## config.mk

```make
export PLATFORM = sky130hd
export DESIGN_NAME = awg_sweep_ctrl
export DESIGN_NICKNAME = d
export VERILOG_FILES = /design/src/rtl/awg_sweep_ctrl.sv
export SDC_FILE = /design/constraint.sdc
export NUM_CORES = 1
export LEC_CHECK = 0
export BUFFER_PORTS_ARGS = -buffer_cell sky130_fd_sc_hd__buf_2
export CAP_MARGIN = 40
export CORE_MARGIN = 2
export CORE_UTILIZATION = 60
export DETAILED_ROUTE_END_ITERATION = 10
export PLACE_DENSITY = 0.79
export SYNTH_ARGS = -nofsm -noshare
export SYNTH_HDL_FRONTEND = slang
export SYNTH_SLANG_ARGS = --single-unit
```

## constraint.sdc

```tcl
create_clock -name clk -period 10.9 [get_ports clk]
set_clock_uncertainty 0.15 [all_clocks]
set_input_delay 2.18 -clock clk [delete_from_list [all_inputs] [get_ports clk]]
set_output_delay 2.18 -clock clk [all_outputs]
set_load 0.01 [all_outputs]
```

## src/rtl/awg_sweep_ctrl.sv

```systemverilog
// Sweep sequencer for the triangle/DDS generator: steps gen_freq from start to stop
// with a per-point dwell, in single, repeat or up/down modes.
module awg_sweep_ctrl #(
    parameter int DWELL_W = 16
) (
    input  logic               clk,
    input  logic               rst,
    input  logic               cfg_valid,
    output logic               cfg_ready,
    input  logic [11:0]        cfg_f_start,
    input  logic [11:0]        cfg_f_stop,
    input  logic [11:0]        cfg_f_step,
    input  logic [DWELL_W-1:0] cfg_dwell,
    input  logic [2:0]         cfg_amp,
    input  logic [7:0]         cfg_phase,
    input  logic [1:0]         cfg_mode,
    input  logic [7:0]         cfg_cycles,
    input  logic               start,
    input  logic               abort,
    output logic               gen_en,
    output logic [11:0]        gen_freq,
    output logic [2:0]         gen_amp,
    output logic [7:0]         gen_phase,
    output logic               busy,
    output logic               step_strobe,
    output logic               done
);

    typedef enum logic [1:0] {IDLE, RUN, FIN} state_t;
    state_t state;

    logic [11:0]        c_start, c_stop, c_step;
    logic [DWELL_W-1:0] c_dwell;
    logic [2:0]         c_amp;
    logic [7:0]         c_phase;
    logic [1:0]         c_mode;
    logic [7:0]         c_cycles;

    logic [DWELL_W-1:0] dwell_cnt;
    logic               leg;        // 0: heading to stop, 1: return leg (up/down mode)
    logic [7:0]         sweeps;

    // Step toward tgt, clamping at tgt; the 13-bit sum/difference catches wrap.
    function automatic logic [11:0] toward(input logic [11:0] cur, input logic [11:0] tgt,
                                           input logic [11:0] stp);
        logic [12:0] s;
        logic [11:0] r;
        if (tgt >= cur) begin
            s = {1'b0, cur} + {1'b0, stp};
            r = (s > {1'b0, tgt}) ? tgt : s[11:0];
        end else begin
            s = {1'b0, cur} - {1'b0, stp};
            r = (s[12] || s < {1'b0, tgt}) ? tgt : s[11:0];
        end
        return r;
    endfunction

    logic               cfg_take;
    logic [11:0]        cz_step;
    logic [DWELL_W-1:0] cz_dwell;
    logic [2:0]         cz_amp;
    logic [11:0]        e_start;
    logic [DWELL_W-1:0] e_dwell;
    logic [2:0]         e_amp;
    logic [7:0]         e_phase;

    assign cfg_take = cfg_valid && cfg_ready;
    assign cz_step  = (cfg_f_step == 12'd0) ? 12'd1 : cfg_f_step;
    assign cz_dwell = (cfg_dwell == '0) ? DWELL_W'(1) : cfg_dwell;
    assign cz_amp   = (cfg_amp == 3'd0) ? 3'd1 : cfg_amp;
    assign e_start  = cfg_take ? cfg_f_start : c_start;
    assign e_dwell  = cfg_take ? cz_dwell : c_dwell;
    assign e_amp    = cfg_take ? cz_amp : c_amp;
    assign e_phase  = cfg_take ? cfg_phase : c_phase;

    logic [11:0] tgt, nxt_freq;
    logic        at_end, last_sweep, nxt_leg, sweep_end, fin;

    assign tgt        = leg ? c_start : c_stop;
    assign at_end     = (gen_freq == tgt);
    assign last_sweep = (c_cycles != 8'd0) && (sweeps + 8'd1 == c_cycles);

    always_comb begin
        nxt_freq  = toward(gen_freq, tgt, c_step);
        nxt_leg   = leg;
        sweep_end = 1'b0;
        fin       = 1'b0;
        case (c_mode)
            2'b01: if (at_end) begin
                sweep_end = 1'b1;
                nxt_freq  = c_start;
            end
            2'b10: if (at_end) begin
                if (!leg && c_start != c_stop) begin
                    nxt_leg  = 1'b1;
                    nxt_freq = toward(gen_freq, c_start, c_step);
                end else begin
                    // Sweep boundary: skip the repeated f_start point
                    sweep_end = 1'b1;
                    nxt_leg   = 1'b0;
                    nxt_freq  = (c_start == c_stop) ? c_start : toward(c_start, c_stop, c_step);
                end
            end
            default: if (at_end) fin = 1'b1;
        endcase
        if (sweep_end && last_sweep) fin = 1'b1;
    end

    always_ff @(posedge clk) begin
        if (rst) begin
            state       <= IDLE;
            c_start     <= 12'd0;
            c_stop      <= 12'd0;
            c_step      <= 12'd1;
            c_dwell     <= DWELL_W'(1);
            c_amp       <= 3'd1;
            c_phase     <= 8'd0;
            c_mode      <= 2'b00;
            c_cycles    <= 8'd1;
            dwell_cnt   <= '0;
            leg         <= 1'b0;
            sweeps      <= 8'd0;
            cfg_ready   <= 1'b0;
            gen_en      <= 1'b0;
            gen_freq    <= 12'd0;
            gen_amp     <= 3'd1;
            gen_phase   <= 8'd0;
            busy        <= 1'b0;
            step_strobe <= 1'b0;
            done        <= 1'b0;
        end else begin
            step_strobe <= 1'b0;
            done        <= 1'b0;
            if (cfg_take) begin
                c_start  <= cfg_f_start;
                c_stop   <= cfg_f_stop;
                c_step   <= cz_step;
                c_dwell  <= cz_dwell;
                c_amp    <= cz_amp;
                c_phase  <= cfg_phase;
                c_mode   <= cfg_mode;
                c_cycles <= cfg_cycles;
            end
            if (abort) begin
                state     <= IDLE;
                gen_en    <= 1'b0;
                busy      <= 1'b0;
                cfg_ready <= 1'b1;
            end else begin
                case (state)
                    IDLE: begin
                        cfg_ready <= 1'b1;
                        if (start) begin
                            state       <= RUN;
                            gen_freq    <= e_start;
                            gen_amp     <= e_amp;
                            gen_phase   <= e_phase;
                            gen_en      <= 1'b1;
                            busy        <= 1'b1;
                            step_strobe <= 1'b1;
                            cfg_ready   <= 1'b0;
                            dwell_cnt   <= e_dwell;
                            leg         <= 1'b0;
                            sweeps      <= 8'd0;
                        end
                    end
                    RUN: begin
                        if (dwell_cnt > DWELL_W'(1)) begin
                            dwell_cnt <= dwell_cnt - DWELL_W'(1);
                        end else if (fin) begin
                            state  <= FIN;
                            done   <= 1'b1;
                            gen_en <= 1'b0;
                        end else begin
                            gen_freq    <= nxt_freq;
                            leg         <= nxt_leg;
                            dwell_cnt   <= c_dwell;
                            step_strobe <= 1'b1;
                            if (sweep_end) sweeps <= sweeps + 8'd1;
                        end
                    end
                    FIN: begin
                        state     <= IDLE;
                        busy      <= 1'b0;
                        cfg_ready <= 1'b1;
                    end
                    default: state <= IDLE;
                endcase
            end
        end
    end

endmodule

```

* Yosys cells after proc, flatten, opt, wreduce, memory -nomap -nowiden
Index checks and enable logic that the tools add are counted.
** Word-level totals
- Register bits :: 128
- Input bits :: 78
- Output and inout bits :: 28
- Logic and storage cells :: 146
** Cells by class
- Add/subtract/negate cells :: 6
- Magnitude comparators :: 10
- Equal/unequal tests :: 16
- Muxes and demuxes :: 65
- Bitwise operators :: 2
- Reductions and logical operators :: 27
** Operators with widths (number)
- two-way mux 12 bit :: 19
- two-way mux 16 bit :: 5
- one-hot mux 12 bit (2 select lines) :: 2
- two-way mux 8 bit :: 5
- greater-than comparator 13 x 12 -> 1 bit :: 3
- less-than comparator 13 x 12 -> 1 bit :: 3
- >= comparator 12 bit :: 3
- one-hot mux 16 bit (2 select lines) :: 1
- adder 12 x 12 -> 13 bit :: 2
- subtractor 12 x 12 -> 13 bit :: 2
- equality test 12 bit :: 2
- two-way mux 1 bit :: 20
- greater-than comparator 16 x 1 -> 1 bit, second input constant :: 1
- logical NOT 16 bit :: 1
- one-hot mux 8 bit (2 select lines) :: 1
- subtractor 16 x 1 -> 16 bit, second input constant :: 1
- logical NOT 12 bit :: 1
- != test 12 bit :: 1
- != test 2 bit, second input constant :: 6
- one-hot mux 1 bit (2 select lines) :: 6
- adder 8 x 1 -> 8 bit, second input constant :: 1
- equality test 8 bit :: 1
- AND reduction 4 bit :: 2
- nonzero test 8 bit :: 1
- 22 further kinds :: 36

* Logic depth before layout (Yosys ltp)
Gate-level depths: netlist (run 1).
- Depth in word-level cells :: 12
- Mapped depth :: 20
- Gate-level depth less buffers :: 19

* Worst setup path after synthesis (run 1)
No wires, ideal clock.
- Path type :: reg2reg
- Start point :: register c_start[0]
- End point :: register gen_freq[2]
- Setup time :: 86 ps
- Arrival :: 4295 ps
- Required time :: 10664 ps
- Path slack :: 6369 ps
- Stages on the path, launching flop included :: 21
- Path buffers :: 1
- Period minus slack after synthesis :: 4531 ps
- Cells stage by stage :: dfxtp_1 > ha_1 > inv_1 > fa_1 > o21ba_2 > or4_1 > o211ai_1 > a31oi_1 > o21ai_0 > xnor2_1 > ha_1 > a21o_1 > a21oi_1 > o211ai_1 > o21ai_0 > and3_1 > buf_2 > nor2_4 > a2111oi_0 > nand3_1 > a221oi_2
** Between the ends
- Word-level cells in the longest chain between the ends :: 12
- Elaborated cells between the ends (all ways) :: 45
- Classes of those cells :: add/sub (2); order compare (9); eq/ne (4); mux (24); reduce/logical (6)
** Ends and longest elaborated chain
- start: declaration :: RTL line 32 : logic [11:0] c_start, c_stop, c_step;
- start signal: assignment :: RTL line 135 : c_start <= cfg_f_start;
- subtractor 12 x 12 -> 13 bit :: RTL line 52 : s = {1'b0, cur} - {1'b0, stp};
- less-than comparator 13 x 12 -> 1 bit :: RTL line 53 : r = (s[12] || s < {1'b0, tgt}) ? tgt : s[11:0];
- logical OR 1 bit :: RTL line 53
- two-way mux 12 bit :: RTL line 53
- two-way mux 12 bit :: RTL line 48 : if (tgt >= cur) begin
- two-way mux 12 bit :: RTL line 101 : nxt_freq = (c_start == c_stop) ? c_start : toward(c_start, c_stop, c_step);
- two-way mux 12 bit :: RTL line 94 : if (!leg && c_start != c_stop) begin
- two-way mux 12 bit :: RTL line 93 : 2'b10: if (at_end) begin
- one-hot mux 12 bit (2 select lines) :: RTL line 88 : case (c_mode)
- two-way mux 12 bit :: RTL line 170 : end else if (fin) begin
- two-way mux 12 bit :: RTL line 168 : if (dwell_cnt > DWELL_W'(1)) begin
- one-hot mux 12 bit (2 select lines) :: RTL line 150 : case (state)
- end signal: assignment :: RTL line 155 : gen_freq <= e_start;
- end signal: assignment :: RTL line 175 : gen_freq <= nxt_freq;
- end: declaration :: RTL line 21 : output logic [11:0] gen_freq,
Parallel ways exist; a longest one is shown, timed or not. The select of a mux whose other input is x is not followed.
A chain may end at the register's enable or synchronous reset.

* Worst setup path in the final report (run 1)
- Start point :: register c_start[1]
- End point :: register gen_freq[8]
The elaborated chain is that of the path after synthesis.

==> tab_implementation.tex, run 1 <==
\begin{tabular}{lr}
\hline
Metric & Value \\
\hline
\multicolumn{2}{l}{\textbf{STA}} \\
\quad Summed negative setup slack over all endpoints & 0 ns \\
\quad Number of setup violations in the final report & 0 \\
\quad Final Slew Violations & 0 \\
\quad Time the worst path needs with I/O delays and setup & 5.67 ns \\
\quad Hold WS & 0.307 ns \\
\quad Worst rel slew slack & 32.9\% \\
\quad Final Cycle Share & 52.1\% \\
\quad Achievable clock frequency & 176 MHz \\
\quad Worst Max-Slew Pin Slew & 1.00 ns \\
\quad Setup repair after global routing missed its margin & no \\
\quad Final count of hold timing violations & 0 \\
\multicolumn{2}{l}{\textbf{Die}} \\
\quad Effective utilization at floorplan & 60.8\% \\
\quad Boundary pin count & 106 \\
\quad Placeable core region & 19400 um2 \\
\quad Horizontal die dimension & 144 um \\
\quad Die boundary height & 144 um \\
\quad Placement row count & 51 \\
\quad Die area & 20800 um2 \\
\multicolumn{2}{l}{\textbf{Place}} \\
\quad GPL Wtd Cong & 1.10 \\
\quad Number of buffer cells added on primary ports & 105 \\
\quad HPWL after detailed placement & 31.8 mm \\
\multicolumn{2}{l}{\textbf{Setup path}} \\
\quad Startpoint type of the worst setup path & flip-flop \\
\quad FF-to-FF Start & c\_start[1] \\
\quad Largest stage delay on the critical path & 0.63 ns \\
\quad Setup crit start & c\_start[1] \\
\quad Critical Path End Type & flip-flop \\
\quad Worst EP required & 11.08 ns \\
\quad Worst reg-to-reg setup slack & 5.23 ns \\
\quad Count of cells along the worst register-to-register path & 18 \\
\quad WP buf/inv & 1 \\
\quad Crit path cell chain & inv\_1 -> fa\_1 -> o21ba\_2 -> or4\_1 -> o211ai\_1 -> a31oi\_1 -> o21ai\_0 -> xnor2\_1 -> ha\_1 -> a21o\_1 -> a21oi\_1 -> o211ai\_1 -> o21ai\_0 -> and3\_1 -> nor2\_4 -> a211oi\_1 -> o311ai\_0 -> o311ai\_0 \\
\quad Critical-path maximum fanout & 8 \\
\quad Setup CP Type & flip-flop to flip-flop \\
\quad Capturing element of the worst setup path & gen\_freq[8] \\
\quad Category of cells accounting for the largest share of critical-path delay & compound AO/OA/AOI/OAI gates \\
\quad CP Depth & 18 \\
\quad Critical path's slowest cell & a211oi\_1 \\
\quad Critical register-to-register path endpoint & gen\_freq[8] \\
\quad Arrival time worst endpoint & 5.86 ns \\
\multicolumn{2}{l}{\textbf{Power and ir drop}} \\
\quad Proportion of power drawn by flip-flops and latches & 26.6\% \\
\quad Peak supply drop & 130 uV \\
\quad Internal power & 1150 uW \\
\quad Clock network fraction of total power & 30.4\% \\
\quad Net switching fraction of the power & 41.6\% \\
\quad Leakage & 0.00546 uW \\
\quad Total power divided by cell area & 151 nW/um2 \\
\quad Power spent charging and discharging nets & 818 uW \\
\quad Proportion of power drawn by combinational gates & 43.0\% \\
\multicolumn{2}{l}{\textbf{Clock tree}} \\
\quad Post-CTS repair timing setup buffer count & 0 \\
\quad Resized Gates After CTS & 0 \\
\quad Number of sinks driven by the clock tree & 128 \\
\quad H-tree Lvls & 4 \\
\quad Clock tree root driver cell & clkbuf\_16 \\
\quad Total clock buffers created by CTS & 17 \\
\quad TritonCTS clock tree & built \\
\quad Maximum clock insertion buffer count & 2 \\
\quad \# hold bufs at CTS & 0 \\
\quad Insertion delay to the later sink of the worst-skew pair & 0.43 ns \\
\quad Clock input transition at the sequential cells of the worst setup and hold paths & 0.07 ns \\
\multicolumn{2}{l}{\textbf{Finish}} \\
\quad Filler cells & 1754 \\
\quad Count of inserted antenna diode cells & 0 \\
\quad Most common cell after layout, fill and taps aside & nand2\_1 \\
\quad Layout cell share with drive strength beyond 1 & 12.7\% \\
\quad Commonest cells after routing, fill and taps aside & 178 x nand2\_1, 158 x ha\_1, 150 x a21oi\_1, 128 x dfxtp\_1, 121 x nor2\_1 \\
\quad Area growth syn-to-layout & 10.9\% \\
\quad Number of nets in the layout & 1822 \\
\multicolumn{2}{l}{\textbf{Global routing}} \\
\quad Via count of the first global-routing pass & 11100 \\
\quad Pin count of the biggest net entering global routing & 77 \\
\quad GR Util All Layers & 39.5\% \\
\quad Wire length of the first global-routing pass & 63.0 mm \\
\quad Total grt overflow & 0 \\
\quad Number of antenna violations at the first check in global routing & 0 \\
\multicolumn{2}{l}{\textbf{Logic synthesis}} \\
\quad Flops \& latches, synth & 128 \\
\quad Netlist Area Pre-Place & 11800 um2 \\
\quad Netlist cell types & 95 \\
\quad Share of synthesized registers carrying an async set or reset & 0\% \\
\quad Sequential share of the synthesized area & 21.7\% \\
\quad Count of flip-flops with a built-in enable after synthesis & 0 \\
\quad Synth Instances & 1516 \\
\quad Dominant register cell in the synthesized netlist & dfxtp\_1 \\
\quad Average size of a mapped cell & 7.79 um2 \\
\quad Ys Warns & 0 \\
\quad Nets in the synthesized netlist & 1756 \\
\multicolumn{2}{l}{\textbf{Routing}} \\
\quad Drt first-iter violations & 1520 \\
\quad Final wirelength & 41.3 mm \\
\quad Drt via density & 6.56 \\
\quad Routed WL per cell & 22.2 um \\
\quad Via Count & 12200 \\
\quad Final ANT Viol Nets & 0 \\
\quad Drt pass-1 iters & 5 \\
\quad \# DRC & 0 \\
\multicolumn{2}{l}{\textbf{Run status}} \\
\quad Outcome & complete, no violations \\
\multicolumn{2}{l}{\textbf{Hold path}} \\
\quad Kind of path behind the tightest hold check & flip-flop to flip-flop \\
\multicolumn{2}{l}{\textbf{Job}} \\
\quad Number of violations of the max-capacitance limit & 0 \\
\hline
\end{tabular}
stage by stage:
stage          area [um2]  power [uW]  cells  setup slack, ns  util [%]
4_1_cts             13100        1940   1860             5.38      67.5
6_report            13100        1970   1860             5.23      67.5
3_5_place_dp        12500        1340   1828             5.42      64.3
3_3_place_gp        12400        1330   1824             5.41      64.1
2_1_floorplan       11800        1110   1516             6.37         -
5_1_grt             13100        2060   1860             5.02      67.5
kinds of logic after synthesis:
family | synth area share [%]
xor gates and xnor gates | 4.53
and+or+nand+nor | 19.1
DFF | 21.7
adders and majority gates | 17.4
muxes | 3.99
buffers and inverters | 6.01
AOI/OAI and AO/OA | 27.2
synth_stat cells (all sizes together) (6+ instances only):
| library cell | count | area share (%) |
|---|---|---|
| nand2 | 179 | 5.7 |
| ha | 158 | 17 |
| a21oi | 151 | 6.4 |
| dfxtp | 128 | 22 |
| nor2 | 122 | 3.9 |
| inv | 103 | 3.3 |
| o21ai | 75 | 3.2 |
| clkbuf | 48 | 1.5 |
| xnor2 | 45 | 3.3 |
| mux2i | 41 | 3.5 |
| nand3 | 37 | 1.6 |
| a211oi | 31 | 2.1 |
| nor3 | 30 | 1.4 |
| buf | 26 | 1.2 |
| a21o | 22 | 1.4 |
| nor4 | 21 | 1.4 |
| nand4 | 20 | 1.1 |
| o211ai | 20 | 1.3 |
| a31oi | 19 | 1.1 |
| nand2b | 18 | 0.95 |
| xor2 | 16 | 1.2 |
| a221oi | 14 | 1.1 |
| a2111oi | 13 | 1.6 |
| o22ai | 13 | 0.69 |
| or3 | 11 | 0.58 |
| nor2b | 10 | 0.53 |
| o21bai | 10 | 0.64 |
| o31ai | 10 | 0.91 |
| a211o | 9 | 0.67 |
| o21a | 9 | 0.57 |
| and3 | 8 | 0.48 |
| a221o | 7 | 0.59 |
| a311oi | 6 | 0.50 |
worst reg2reg max path, stage by stage (launching register included):
cell      delay, ns
dfxtp_1        0.59
inv_1          0.27
fa_1           0.51
o21ba_2        0.23
or4_1          0.43
o211ai_1       0.18
a31oi_1        0.14
o21ai_0        0.23
xnor2_1        0.22
ha_1           0.31
a21o_1         0.18
a21oi_1        0.19
o211ai_1       0.11
o21ai_0        0.25
and3_1         0.45
nor2_4         0.13
a211oi_1       0.63
o311ai_0       0.27
o311ai_0       0.13
flip-flops by register name, summed over array words and instances, names as in the netlist, 2 cells and up:
register   cells
gen_phase      8
c_mode         2
c_cycles       8
c_dwell       16
c_phase        8
gen_freq      12
dwell_cnt     16
c_start       12
c_step        12
state          2
c_stop        12
gen_amp        3
c_amp          3
sweeps         8
routing by layer:
metal  part of all wire, %  GRT usage, %  vias to the layer above
met4                   5.3          18.2                        0
met5                     0             0                        -
met1                    42          53.5                     5650
li1                      -             -                     5693
met3                    10          9.37                      154
met2                    42          59.5                      706
cell type report:
cell class,instances,area [um2],area share (%)
multi-input cells,1211,8540,65.3
clock inverters,14,170,1.30
flip-flops and latches,128,2560,19.6
inverters,103,387,2.95
repair buffers,121,653,4.99
clock buffers,18,439,3.36
well taps,265,332,2.53
how the worst min path moves through the flow:
stage                 from     endpoint  depth (start not counted)
2_1_floorplan  c_dwell[15]  c_dwell[15]                          2
3_3_place_gp    gen_amp[0]   gen_amp[0]                          1
3_5_place_dp    c_dwell[4]   c_dwell[4]                          2
4_1_cts         c_dwell[3]   c_dwell[3]                          2
5_1_grt        c_dwell[12]  c_dwell[12]                          2
6_report       c_dwell[14]  c_dwell[14]                          2
power by group through the flow:
stage,clock (uW),combinational [uW],sequential [uW]
4_1_cts,602,814,522
6_report,599,846,524
2_1_floorplan,0,587,523
3_5_place_dp,0,807,533
3_3_place_gp,0,800,532
5_1_grt,621,908,526
Power figures use the tool's default switching activity.
==> run 2, diff against run 1 <==
- CORE_UTILIZATION: 60 -> 56
- PLACE_DENSITY: 0.79 -> 0.78
- clock period: 10.9 -> 4.8 ns (I/O delays scaled with it)
==> run 2 against run 1 <==
Net effect: core utilization grew 0.19 points; sequential share of layout area shrank 1.4 points; setup slack lost 5.1 ns; wire length grew 11%; first-iteration DRC count shrank 21%; via count grew 4.4%; register-to-register slack lost 5.1 ns; power grew 140%; non-clock buffer count grew 116; sequential power grew 120%; cell area grew 7.6%.
==> tab_implementation.tex, run 2 (same netlist as run 1, synthesis figures left out) <==
\begin{tabular}{lr}
\hline
Metric & Value \\
\hline
\multicolumn{2}{l}{\textbf{Run status}} \\
\quad Outcome & complete, no violations \\
\multicolumn{2}{l}{\textbf{STA}} \\
\quad Summed negative setup slack over all endpoints & 0 ns \\
\quad Final Cycle Share & 97.2\% \\
\quad Hold WS & 0.308 ns \\
\quad Number of setup violations in the final report & 0 \\
\quad Achievable clock frequency & 214 MHz \\
\quad Worst rel slew slack & 38.1\% \\
\quad Final count of hold timing violations & 0 \\
\quad Worst Max-Slew Pin Slew & 0.926 ns \\
\quad Time the worst path needs with I/O delays and setup & 4.67 ns \\
\quad Worst Slack Setup Final & 0.133 ns \\
\quad Final Slew Violations & 0 \\
\multicolumn{2}{l}{\textbf{Place}} \\
\quad GPL Wtd Cong & 1.09 \\
\quad Pre-CTS setup slack & -0.0489 ns \\
\quad HPWL after detailed placement & 36.1 mm \\
\quad Number of buffer cells added on primary ports & 105 \\
\quad Cell Count Post-Placement & 1950 \\
\multicolumn{2}{l}{\textbf{Setup path}} \\
\quad Setup CP Type & flip-flop to flip-flop \\
\quad Cell type with the highest occurrence count on the critical path & o211ai\_1 \\
\quad Worst EP required & 4.98 ns \\
\quad Critical Path End Type & flip-flop \\
\quad Worst reg-to-reg setup slack & 0.13 ns \\
\quad FF-to-FF Start & c\_step[0] \\
\quad Arrival time worst endpoint & 4.85 ns \\
\quad Count of cells along the worst register-to-register path & 20 \\
\quad Crit path cell chain & ha\_2 -> inv\_1 -> fa\_1 -> o21ba\_2 -> or4\_1 -> o211ai\_1 -> a31oi\_1 -> o21ai\_1 -> xnor2\_1 -> ha\_1 -> a21o\_1 -> a21oi\_2 -> o211ai\_1 -> o21ai\_2 -> and3\_4 -> nor2\_4 -> a221oi\_2 -> a211oi\_1 -> buf\_4 -> a2111oi\_4 \\
\quad Critical path's slowest cell & or4\_1 \\
\quad Setup crit start & c\_step[0] \\
\quad Critical register-to-register path endpoint & gen\_freq[6] \\
\quad Startpoint type of the worst setup path & flip-flop \\
\quad Capturing element of the worst setup path & gen\_freq[6] \\
\quad Largest stage delay on the critical path & 0.43 ns \\
\quad Critical-path maximum fanout & 7 \\
\multicolumn{2}{l}{\textbf{Routing}} \\
\quad Final ANT Viol Nets & 0 \\
\quad \# DRC & 0 \\
\quad Drt first-iter violations & 1203 \\
\quad Drt pass-1 iters & 6 \\
\quad Via Count & 12700 \\
\quad Final wirelength & 45.8 mm \\
\quad Routed WL per cell & 23.1 um \\
\quad Drt via density & 6.42 \\
\multicolumn{2}{l}{\textbf{Power and ir drop}} \\
\quad Internal power & 2760 uW \\
\quad Total power divided by cell area & 336 nW/um2 \\
\quad Peak supply drop & 296 uV \\
\quad Power spent charging and discharging nets & 1980 uW \\
\quad Proportion of power drawn by combinational gates & 47.7\% \\
\quad Clock network fraction of total power & 27.6\% \\
\quad Proportion of power drawn by flip-flops and latches & 24.7\% \\
\quad Net switching fraction of the power & 41.7\% \\
\quad Leakage & 0.00604 uW \\
\multicolumn{2}{l}{\textbf{Global routing}} \\
\quad Via count of the first global-routing pass & 11900 \\
\quad Total grt overflow & 0 \\
\quad Wire length of the first global-routing pass & 69.2 mm \\
\quad Pin count of the biggest net entering global routing & 58 \\
\quad GR Util All Layers & 40.8\% \\
\quad Number of antenna violations at the first check in global routing & 0 \\
\multicolumn{2}{l}{\textbf{Hold path}} \\
\quad Kind of path behind the tightest hold check & flip-flop to flip-flop \\
\multicolumn{2}{l}{\textbf{Die}} \\
\quad Placeable core region & 20800 um2 \\
\quad Die boundary height & 149 um \\
\quad Boundary pin count & 106 \\
\quad Effective utilization at floorplan & 56.7\% \\
\quad Horizontal die dimension & 149 um \\
\quad Die area & 22300 um2 \\
\quad Placement row count & 53 \\
\multicolumn{2}{l}{\textbf{Finish}} \\
\quad Filler cells & 1830 \\
\quad Area growth syn-to-layout & 19.3\% \\
\quad Util after Layout & 67.6\% \\
\quad Layout cell share with drive strength beyond 1 & 20.2\% \\
\quad FF/Latch Area & 2570 um2 \\
\quad Number of nets in the layout & 1938 \\
\quad Final instance count without filler cells & 1986 \\
\quad Commonest cells after routing, fill and taps aside & 178 x nand2\_1, 153 x ha\_1, 148 x a21oi\_1, 132 x buf\_4, 125 x dfxtp\_1 \\
\quad Biggest registers after layout & c\_dwell: 16 flops, dwell\_cnt: 16 flops \\
\quad Count of inserted antenna diode cells & 0 \\
\quad Most common cell after layout, fill and taps aside & nand2\_1 \\
\quad Total area of multi-input combinational cells & 8670 um2 \\
\multicolumn{2}{l}{\textbf{Clock tree}} \\
\quad \# hold bufs at CTS & 0 \\
\quad Total clock buffers created by CTS & 17 \\
\quad Number of sinks driven by the clock tree & 128 \\
\quad Insertion delay to the later sink of the worst-skew pair & 0.43 ns \\
\quad TritonCTS clock tree & built \\
\quad H-tree Lvls & 4 \\
\quad Clock tree root driver cell & clkbuf\_16 \\
\quad Clock input transition at the sequential cells of the worst setup and hold paths & 0.07 ns \\
\quad Maximum clock insertion buffer count & 2 \\
\multicolumn{2}{l}{\textbf{Job}} \\
\quad Number of violations of the max-capacitance limit & 0 \\
\hline
\end{tabular}
==> run 2: changes by cell type in the layout (fill, tap and decap cells not counted), sizes merged <==
cell / previous run / this run
buf: 121 / 237
clkinv: 5 / 3
bufinv: 2 / 1
inv: 109 / 110
clkinvlp: 1 / 3
==> run 2: what timing repair did <==
action	4_1_cts	5_1_grt
endpoints found under the hold margin	0	0
gates resized for setup	2	36
setup endpoints to repair	3	12
setup buffers	0	4
pin swaps	0	10
==> run 2: final cells by class <==
type	count	area share, %
repair buffers	237	10.9
flip-flops and latches	128	18.2
multi-input cells	1211	61.6
clock inverters	14	1.03
clock buffers	18	3.05
inverters	103	2.74
well taps	275	2.44
==> run 2: routing by layer <==
layer / global-route usage [%] / share of wire (%) / vias up
li1: - / - / 5910
met1: 54.0 / 40 / 5930
met2: 61.9 / 43 / 731
met3: 8.96 / 10 / 170
met4: 22.1 / 6.3 / 0
met5: 0 / 0 / -
==> run 2: power by group through the flow <==
stage | Sequential, uW | Clock (uW) | Combinational, uW
floorplan | 1190 | 0 | 1330
global placement | 1190 | 0 | 2090
detailed placement | 1190 | 0 | 2110
CTS | 1170 | 1310 | 2130
global route | 1170 | 1350 | 2420
finish | 1170 | 1310 | 2260
==> run 2: metrics by stage <==
step                      power, uW  cell area, um2
final                          4740           14100
after global routing           4940           14100
after CTS                      4610           13900
after detailed placement       3300           13300
after global placement         3280           13300
after floorplan                2520           11800
==> run 2: worst min path at each step <==
stage	to	cells past startpoint	startpoint
after CTS	c_dwell[10]	2	c_dwell[10]
after global routing	c_dwell[8]	2	c_dwell[8]
after global placement	c_dwell[10]	2	c_dwell[10]
final	c_dwell[10]	2	c_dwell[10]
after detailed placement	c_dwell[10]	2	c_dwell[10]
after floorplan	c_dwell[15]	2	c_dwell[15]
==> run 2: worst max-delay path, delay by kind of cell, from the launching register on <==
family | cells | cell delay, ns
DFF | 1 | 0.36
adders and majority gates | 3 | 0.91
AOI/OAI and AO/OA | 11 | 2.03
xor gates and xnor gates | 1 | 0.19
and+or+nand+nor | 3 | 0.73
buffers and inverters | 2 | 0.21
